$ cat config.mk
export PLATFORM = sky130hd
export DESIGN_NAME = complex_issue_sched_flat
export DESIGN_NICKNAME = d
export VERILOG_FILES = /design/src/rtl/complex_issue_sched_if.sv /design/src/rtl/complex_issue_sched.sv /design/src/flat_wrapper.sv
export SDC_FILE = /design/constraint.sdc
export NUM_CORES = 1
export LEC_CHECK = 0
export ABC_CLOCK_PERIOD_IN_PS = 1950
export BUFFER_PORTS_ARGS = -buffer_cell sky130_fd_sc_hd__buf_2
export CORE_MARGIN = 2
export CORE_UTILIZATION = 40
export CTS_BUF_LIST = sky130_fd_sc_hd__clkbuf_4 sky130_fd_sc_hd__clkbuf_8
export CTS_CLUSTER_SIZE = 10
export DETAILED_ROUTE_END_ITERATION = 7
export GPL_ROUTABILITY_DRIVEN = 0
export GPL_TIMING_DRIVEN = 0
export PLACE_DENSITY = 0.7
export SLEW_MARGIN = 10
export SYNTH_ARGS = -nofsm -noshare
export SYNTH_HDL_FRONTEND = slang
export SYNTH_SLANG_ARGS = --single-unit
$ cat constraint.sdc
create_clock -name clk -period 1.95 [get_ports clk]
set_input_delay 0.0975 -clock clk [delete_from_list [all_inputs] [get_ports clk]]
set_output_delay 0.0975 -clock clk [all_outputs]
set_load 0.02 [all_outputs]
$ cat src/rtl/complex_issue_sched_if.sv
// Bundle between the complex RS pair / writeback port and the complex issue scheduler.
// master = RS/ROB side, slave = scheduler.
interface complex_issue_sched_if #(
   parameter int ROB_W = 4
);
   logic             flush;
   logic             rs0_ready;
   logic [5:0]       rs0_aluop;
   logic [ROB_W-1:0] rs0_rob;
   logic             rs1_ready;
   logic [5:0]       rs1_aluop;
   logic [ROB_W-1:0] rs1_rob;
   logic             rs0_older;
   logic             wb_ready;
   logic             issue0;
   logic             issue1;
   logic             exu_sel;
   logic             exu_start;
   logic             busy;
   logic             done_valid;
   logic [ROB_W-1:0] done_rob;

   modport master (
      output flush, rs0_ready, rs0_aluop, rs0_rob, rs1_ready, rs1_aluop, rs1_rob,
             rs0_older, wb_ready,
      input  issue0, issue1, exu_sel, exu_start, busy, done_valid, done_rob
   );

   modport slave (
      input  flush, rs0_ready, rs0_aluop, rs0_rob, rs1_ready, rs1_aluop, rs1_rob,
             rs0_older, wb_ready,
      output issue0, issue1, exu_sel, exu_start, busy, done_valid, done_rob
   );
endinterface

$ cat src/rtl/complex_issue_sched.sv
// Complex-unit issue scheduler: picks one of two RS entries, sequences MUL/DIV latency,
// holds a registered completion for writeback. COMPLEX_SCHED_PERF_EN adds perf counters.
module complex_issue_sched #(
   parameter int MUL_LAT = 3,
   parameter int DIV_LAT = 8,
   parameter int ROB_W   = 4
) (
   input  logic                 clk,
   input  logic                 rst,
   complex_issue_sched_if.slave bus
`ifdef COMPLEX_SCHED_PERF_EN
   ,
   output logic [31:0]          perf_issue_cnt,
   output logic [31:0]          perf_stall_cnt
`endif
);
   typedef enum logic {IDLE, BUSY} state_t;

   localparam int MAX_LAT = (MUL_LAT > DIV_LAT) ? MUL_LAT : DIV_LAT;
   localparam int CNT_W   = (MAX_LAT > 2) ? $clog2(MAX_LAT) : 1;

   state_t           state;
   logic [CNT_W-1:0] cnt;
   logic [ROB_W-1:0] rob_q;
   logic             done_v;
   logic [ROB_W-1:0] done_r;

   logic             wb_free, can_issue, pick0, pick1;
   logic [1:0]       sel_cls;
   logic [ROB_W-1:0] sel_rob;
   logic             unused_aluop_lo;

   assign unused_aluop_lo = ^{bus.rs0_aluop[3:0], bus.rs1_aluop[3:0]};

   always_comb begin
      wb_free   = !done_v || bus.wb_ready;
      can_issue = (state == IDLE) && !bus.flush && wb_free;
      pick0     = can_issue && bus.rs0_ready && (!bus.rs1_ready || bus.rs0_older);
      pick1     = can_issue && bus.rs1_ready && !pick0;
      sel_cls   = pick1 ? bus.rs1_aluop[5:4] : bus.rs0_aluop[5:4];
      sel_rob   = pick1 ? bus.rs1_rob : bus.rs0_rob;
   end

   assign bus.issue0     = pick0;
   assign bus.issue1     = pick1;
   assign bus.exu_sel    = pick1;
   assign bus.exu_start  = pick0 | pick1;
   assign bus.busy       = (state == BUSY);
   assign bus.done_valid = done_v;
   assign bus.done_rob   = done_r;

   always_ff @(posedge clk or posedge rst) begin
      if (rst) begin
         state  <= IDLE;
         cnt    <= '0;
         rob_q  <= '0;
         done_v <= 1'b0;
         done_r <= '0;
      end else if (bus.flush) begin
         state  <= IDLE;
         cnt    <= '0;
         done_v <= 1'b0;
      end else begin
         // acceptance clears done_v; a completion loaded below in the same cycle wins
         if (done_v && bus.wb_ready) done_v <= 1'b0;
         unique case (state)
            IDLE: begin
               if (pick0 || pick1) begin
                  if (sel_cls[1]) begin
                     state <= BUSY;
                     rob_q <= sel_rob;
                     cnt   <= sel_cls[0] ? CNT_W'(DIV_LAT - 1) : CNT_W'(MUL_LAT - 1);
                  end else begin
                     done_v <= 1'b1;
                     done_r <= sel_rob;
                  end
               end
            end
            BUSY: begin
               if (cnt != CNT_W'(1)) begin
                  cnt <= cnt - CNT_W'(1);
               end else if (wb_free) begin
                  done_v <= 1'b1;
                  done_r <= rob_q;
                  state  <= IDLE;
                  cnt    <= '0;
               end
            end
            default: state <= IDLE;
         endcase
      end
   end

`ifdef COMPLEX_SCHED_PERF_EN
   always_ff @(posedge clk or posedge rst) begin
      if (rst) begin
         perf_issue_cnt <= '0;
         perf_stall_cnt <= '0;
      end else begin
         if (pick0 || pick1) perf_issue_cnt <= perf_issue_cnt + 32'd1;
         if ((bus.rs0_ready || bus.rs1_ready) && !(pick0 || pick1))
            perf_stall_cnt <= perf_stall_cnt + 32'd1;
      end
   end
`endif
endmodule

$ cat src/flat_wrapper.sv
// flat-port wrapper written by rule: the top's interface ports become plain ports
module complex_issue_sched_flat 
#(
   parameter int MUL_LAT = 3,
   parameter int DIV_LAT = 8,
   parameter int ROB_W   = 4
)
  (clk, rst, bus_flush, bus_rs0_ready, bus_rs0_aluop, bus_rs0_rob, bus_rs1_ready, bus_rs1_aluop, bus_rs1_rob, bus_rs0_older, bus_wb_ready, bus_issue0, bus_issue1, bus_exu_sel, bus_exu_start, bus_busy, bus_done_valid, bus_done_rob);
  complex_issue_sched_if #(.ROB_W(ROB_W)) bus_i ();
  input  logic clk;
  input  logic rst;
  input wire logic [$bits(bus_i.flush)-1:0] bus_flush;
  input wire logic [$bits(bus_i.rs0_ready)-1:0] bus_rs0_ready;
  input wire logic [$bits(bus_i.rs0_aluop)-1:0] bus_rs0_aluop;
  input wire logic [$bits(bus_i.rs0_rob)-1:0] bus_rs0_rob;
  input wire logic [$bits(bus_i.rs1_ready)-1:0] bus_rs1_ready;
  input wire logic [$bits(bus_i.rs1_aluop)-1:0] bus_rs1_aluop;
  input wire logic [$bits(bus_i.rs1_rob)-1:0] bus_rs1_rob;
  input wire logic [$bits(bus_i.rs0_older)-1:0] bus_rs0_older;
  input wire logic [$bits(bus_i.wb_ready)-1:0] bus_wb_ready;
  output wire logic [$bits(bus_i.issue0)-1:0] bus_issue0;
  output wire logic [$bits(bus_i.issue1)-1:0] bus_issue1;
  output wire logic [$bits(bus_i.exu_sel)-1:0] bus_exu_sel;
  output wire logic [$bits(bus_i.exu_start)-1:0] bus_exu_start;
  output wire logic [$bits(bus_i.busy)-1:0] bus_busy;
  output wire logic [$bits(bus_i.done_valid)-1:0] bus_done_valid;
  output wire logic [$bits(bus_i.done_rob)-1:0] bus_done_rob;
  assign bus_i.flush = bus_flush;
  assign bus_i.rs0_ready = bus_rs0_ready;
  assign bus_i.rs0_aluop = bus_rs0_aluop;
  assign bus_i.rs0_rob = bus_rs0_rob;
  assign bus_i.rs1_ready = bus_rs1_ready;
  assign bus_i.rs1_aluop = bus_rs1_aluop;
  assign bus_i.rs1_rob = bus_rs1_rob;
  assign bus_i.rs0_older = bus_rs0_older;
  assign bus_i.wb_ready = bus_wb_ready;
  assign bus_issue0 = bus_i.issue0;
  assign bus_issue1 = bus_i.issue1;
  assign bus_exu_sel = bus_i.exu_sel;
  assign bus_exu_start = bus_i.exu_start;
  assign bus_busy = bus_i.busy;
  assign bus_done_valid = bus_i.done_valid;
  assign bus_done_rob = bus_i.done_rob;
  complex_issue_sched #(.MUL_LAT(MUL_LAT), .DIV_LAT(DIV_LAT), .ROB_W(ROB_W)) u_core (.clk(clk), .rst(rst), .bus(bus_i));
endmodule
==> flow_metrics.py <==
metrics = {
    "sta": {
        "fin_skew_ps": 4.776,
        "rsz0062_at_grt": "no",
        "worstMarginPinSlew_ps": 496.1,
        "slew_headroom": 0.6668,
        "drv_slew": 0,
        "final-setup-viol-count": 0,
        "finalSetupTns_ps": 0,
        "layout_min_cycle_time_ps": 1784,
        "fin_crit_sh": 0.9149,
        "max_freq_ghz": 0.5605,
        "hold_viol_final": 0,
    },
    "placement": {
        "portBuffers": 27,
        "placed_cell_area_um2": 1005,
        "hpwl_mm": 1.341,
    },
    "critical_path": {
        "crit_slowest_cell": "nor4_4",
        "start_kind": "flip-flop",
        "critPathTopFamily": "simple AND/OR/NAND/NOR gates",
        "timing.critical_path.buf_inv": 0,
        "cp.required_ps": 2110,
        "end_kind": "flip-flop",
        "rr_worst_depth": 4,
        "r2r_slack_ps": 170,
        "path_class": "reg -> reg",
        "crit_path_cell_trace": "nor2b_4 > nor4_4 > mux2_4 > mux2_2",
        "r2r_start": "u_core.bus.done_valid",
        "rr_endpoint": "u_core.rob_q[1]",
        "critPathArrivalTime_ps": 1950,
        "max_stage_delay_ps": 490,
        "worst-path-max-fanout": 6,
    },
    "final_layout": {
        "fin_area_um2": 1045,
        "area_delta_synth_final_pct": 27.48,
        "antenna_cells": 0,
        "layout-drive-gt1-share": 0.3652,
        "nets": 145,
    },
    "floorplanning": {
        "dieArea_um2": 2427,
        "fp.dieH_um": 49.27,
        "fp.coreArea_um2": 1942,
        "start_util": 0.4220,
        "rows": 16,
        "pin_count": 37,
        "fp.dieW_um": 49.27,
    },
    "route": {
        "vias_per_cell": 5.162,
        "drc_errors": 0,
        "vias": 733,
        "wirelength_mm": 1.676,
        "first_pass_iters": 4,
        "wire_per_inst_um": 11.80,
        "drt_iter0_drc": 11,
        "antenna_left": 0,
    },
    "yosys": {
        "netlist_instances": 83,
        "yosys.area.top_type": "dfrtp_1",
        "syn_area_um2": 819.5,
        "yosys_warnings": 0,
        "synth_fp_nets": 112,
        "ys_types": 30,
        "synth_top_area_frac": 0.3969,
        "ys_seq_elements": 13,
        "yosysSeqAreaShare": 0.3969,
        "synth_compound_area_frac": 0.2687,
        "synth_top_family_by_area": "compound AO/OA/AOI/OAI gates",
        "synth_xor_area_frac": 0,
        "ys_top_cells_by_area": "dfrtp_1 40%, mux2_2 5.5%, mux2i_1 4.9%",
        "syn_avg_cell_area_um2": 9.874,
        "synth_fa_ha_area_frac": 0.03053,
        "yosys.area_share.simple": 0.1328,
        "muxShareOfSynthArea": 0.1038,
    },
    "status": {
        "status": "completed",
    },
    "clocking": {
        "insertion_delay_ps": 270,
        "cts_made_buffers": 3,
        "postCtsSetupBuffers": 0,
        "htreeDepth": 1,
        "cts_sinks": 13,
        "ctsResizeCount": 0,
        "cts.reportedPaths.clkPinSlew_ps": 80,
        "cts_root_buf": "clkbuf_4",
        "cts_tree": "built",
        "clockBufferDepth": 2,
    },
    "hold_path": {
        "min_path_cells": 2,
        "worstHoldEndpoint": "u_core.bus.done_valid",
        "hold_class": "in -> reg",
        "hold_start": "bus_flush",
    },
    "pwr": {
        "irDropWorstVdd_v": 0.0004752,
        "p_sw_frac": 0.3482,
        "seqPwrFrac": 0.433,
        "leakage_nw": 0.5138,
        "netSwitchingPower_mw": 0.3053,
        "power_per_cell_area_nw_per_um2": 839.4,
        "clkPwrFrac": 0.204,
        "combPwrFrac": 0.363,
        "power_mw": 0.8769,
        "p_int_mw": 0.5716,
    },
    "global_routing": {
        "grt_antenna_before_repair": 0,
        "grt_pass1_wl_mm": 2.801,
        "grt_max_degree": 14,
        "grtUsageTotal": 0.1455,
        "first_global_vias": 663,
        "grt.overflow.total": 0,
    },
    "job": {
        "max-cap-violations": 0,
    },
}
cells in the mapped netlist:
cell	count
o21ai_1	4
a211o_1	1
ha_1	2
buf_4	1
a211oi_1	3
nand2b_1	3
a21oi_1	5
a21bo_1	1
inv_1	5
a31oi_1	2
a21boi_0	1
and3_1	1
mux2i_1	4
a221oi_1	1
buf_6	1
a21o_1	2
o211ai_4	1
nand2_1	8
o21ai_0	5
clkbuf_8	1
nor2_1	4
o21a_1	2
mux2_2	4
nor3_1	1
a32o_1	2
nor4_4	1
dfrtp_1	13
nor2b_1	2
a311oi_1	1
clkinv_1	1
through the flow:
step           instances  worst slack, ps  hold WS (ps)  utilization
6_report             142            165.9         35.72       0.5380
4_1_cts              142            130.6         38.49       0.5380
3_3_place_gp         137            175.8         139.3       0.5174
2_1_floorplan         83            42.22        -25.61            -
3_5_place_dp         137            144.7         141.7       0.5174
5_1_grt              142            41.01         51.91       0.5380
cell usage in the layout (no fill, tap or decap), drive strengths merged:
cell type	count
buf	29
dfrtp	13
o21ai	9
nand2	8
a21oi	5
inv	5
clkbuf	5
mux2i	4
nor2	4
mux2	4
nand2b	3
a211oi	3
a32o	2
a31oi	2
o21a	2
a21o	2
ha	2
nor2b	2
nor3	1
a21boi	1
a21bo	1
nor4	1
o211ai	1
clkinv	1
a221oi	1
a211o	1
and3	1
a311oi	1
dlygate4sd3	1
cell type report:
cell class / count / area (um^2)
clock buffer: 4 / 30.03
timing repair buffer: 28 / 145.1
multi-input combinational: 61 / 454.2
inverter: 6 / 22.52
fill: 191 / 897.1
buffer: 3 / 32.53
sequential: 13 / 326.6
tap: 27 / 33.78
power by group through the flow:
stage | combinational, mW | sequential [mW] | clock [mW]
2_1_floorplan | 0.183 | 0.424 | 0
3_3_place_gp | 0.315 | 0.381 | 0
3_5_place_dp | 0.320 | 0.386 | 0
4_1_cts | 0.322 | 0.381 | 0.180
5_1_grt | 0.351 | 0.388 | 0.193
6_report | 0.318 | 0.380 | 0.179
what timing repair did:
item                                   4_1_cts  5_1_grt
hold buffers                                 1        0
setup endpoints to repair                    0        0
endpoints found under the hold margin       13        0
cell families (layout without fill, tap and decap cells):
kind of cell             count (synthesis)  in the layout
flip-flops                              13             13
buffers and inverters                    9             41
AND/OR/NAND/NOR                         20             20
multiplexers                             8              8
adder cells (fa/ha/maj)                  2              2
AO/OA/AOI/OAI                           31             31
sequential cells by signal, indices dropped and copies added (netlist names):
register and count:
u_core.bus.done_rob 4, u_core.rob_q 4, u_core.cnt 3, u_core.bus.busy 1, u_core.bus.done_valid 1
worst max-delay path by stage:
stage	depth (start not counted)	to	start	slack [ps]
after global routing	7	u_core.cnt[2]	u_core.cnt[1]	40
after CTS	4	u_core.rob_q[1]	u_core.bus.done_valid	130
final	4	u_core.rob_q[1]	u_core.bus.done_valid	170
after detailed placement	4	u_core.rob_q[1]	u_core.bus.done_valid	140
after floorplan	4	u_core.rob_q[0]	u_core.bus.done_valid	40
after global placement	4	u_core.rob_q[1]	u_core.bus.done_valid	180
layer usage:
layer | GRT usage | up-vias | part of all wire
met2 | 0.2455 | 28 | 0.49
met5 | 0 | - | 0
li1 | - | 373 | -
met1 | 0.1760 | 330 | 0.43
met4 | 0.07143 | 0 | 0.0078
met3 | 0.02761 | 2 | 0.072
Power figures use the tool's default switching activity.
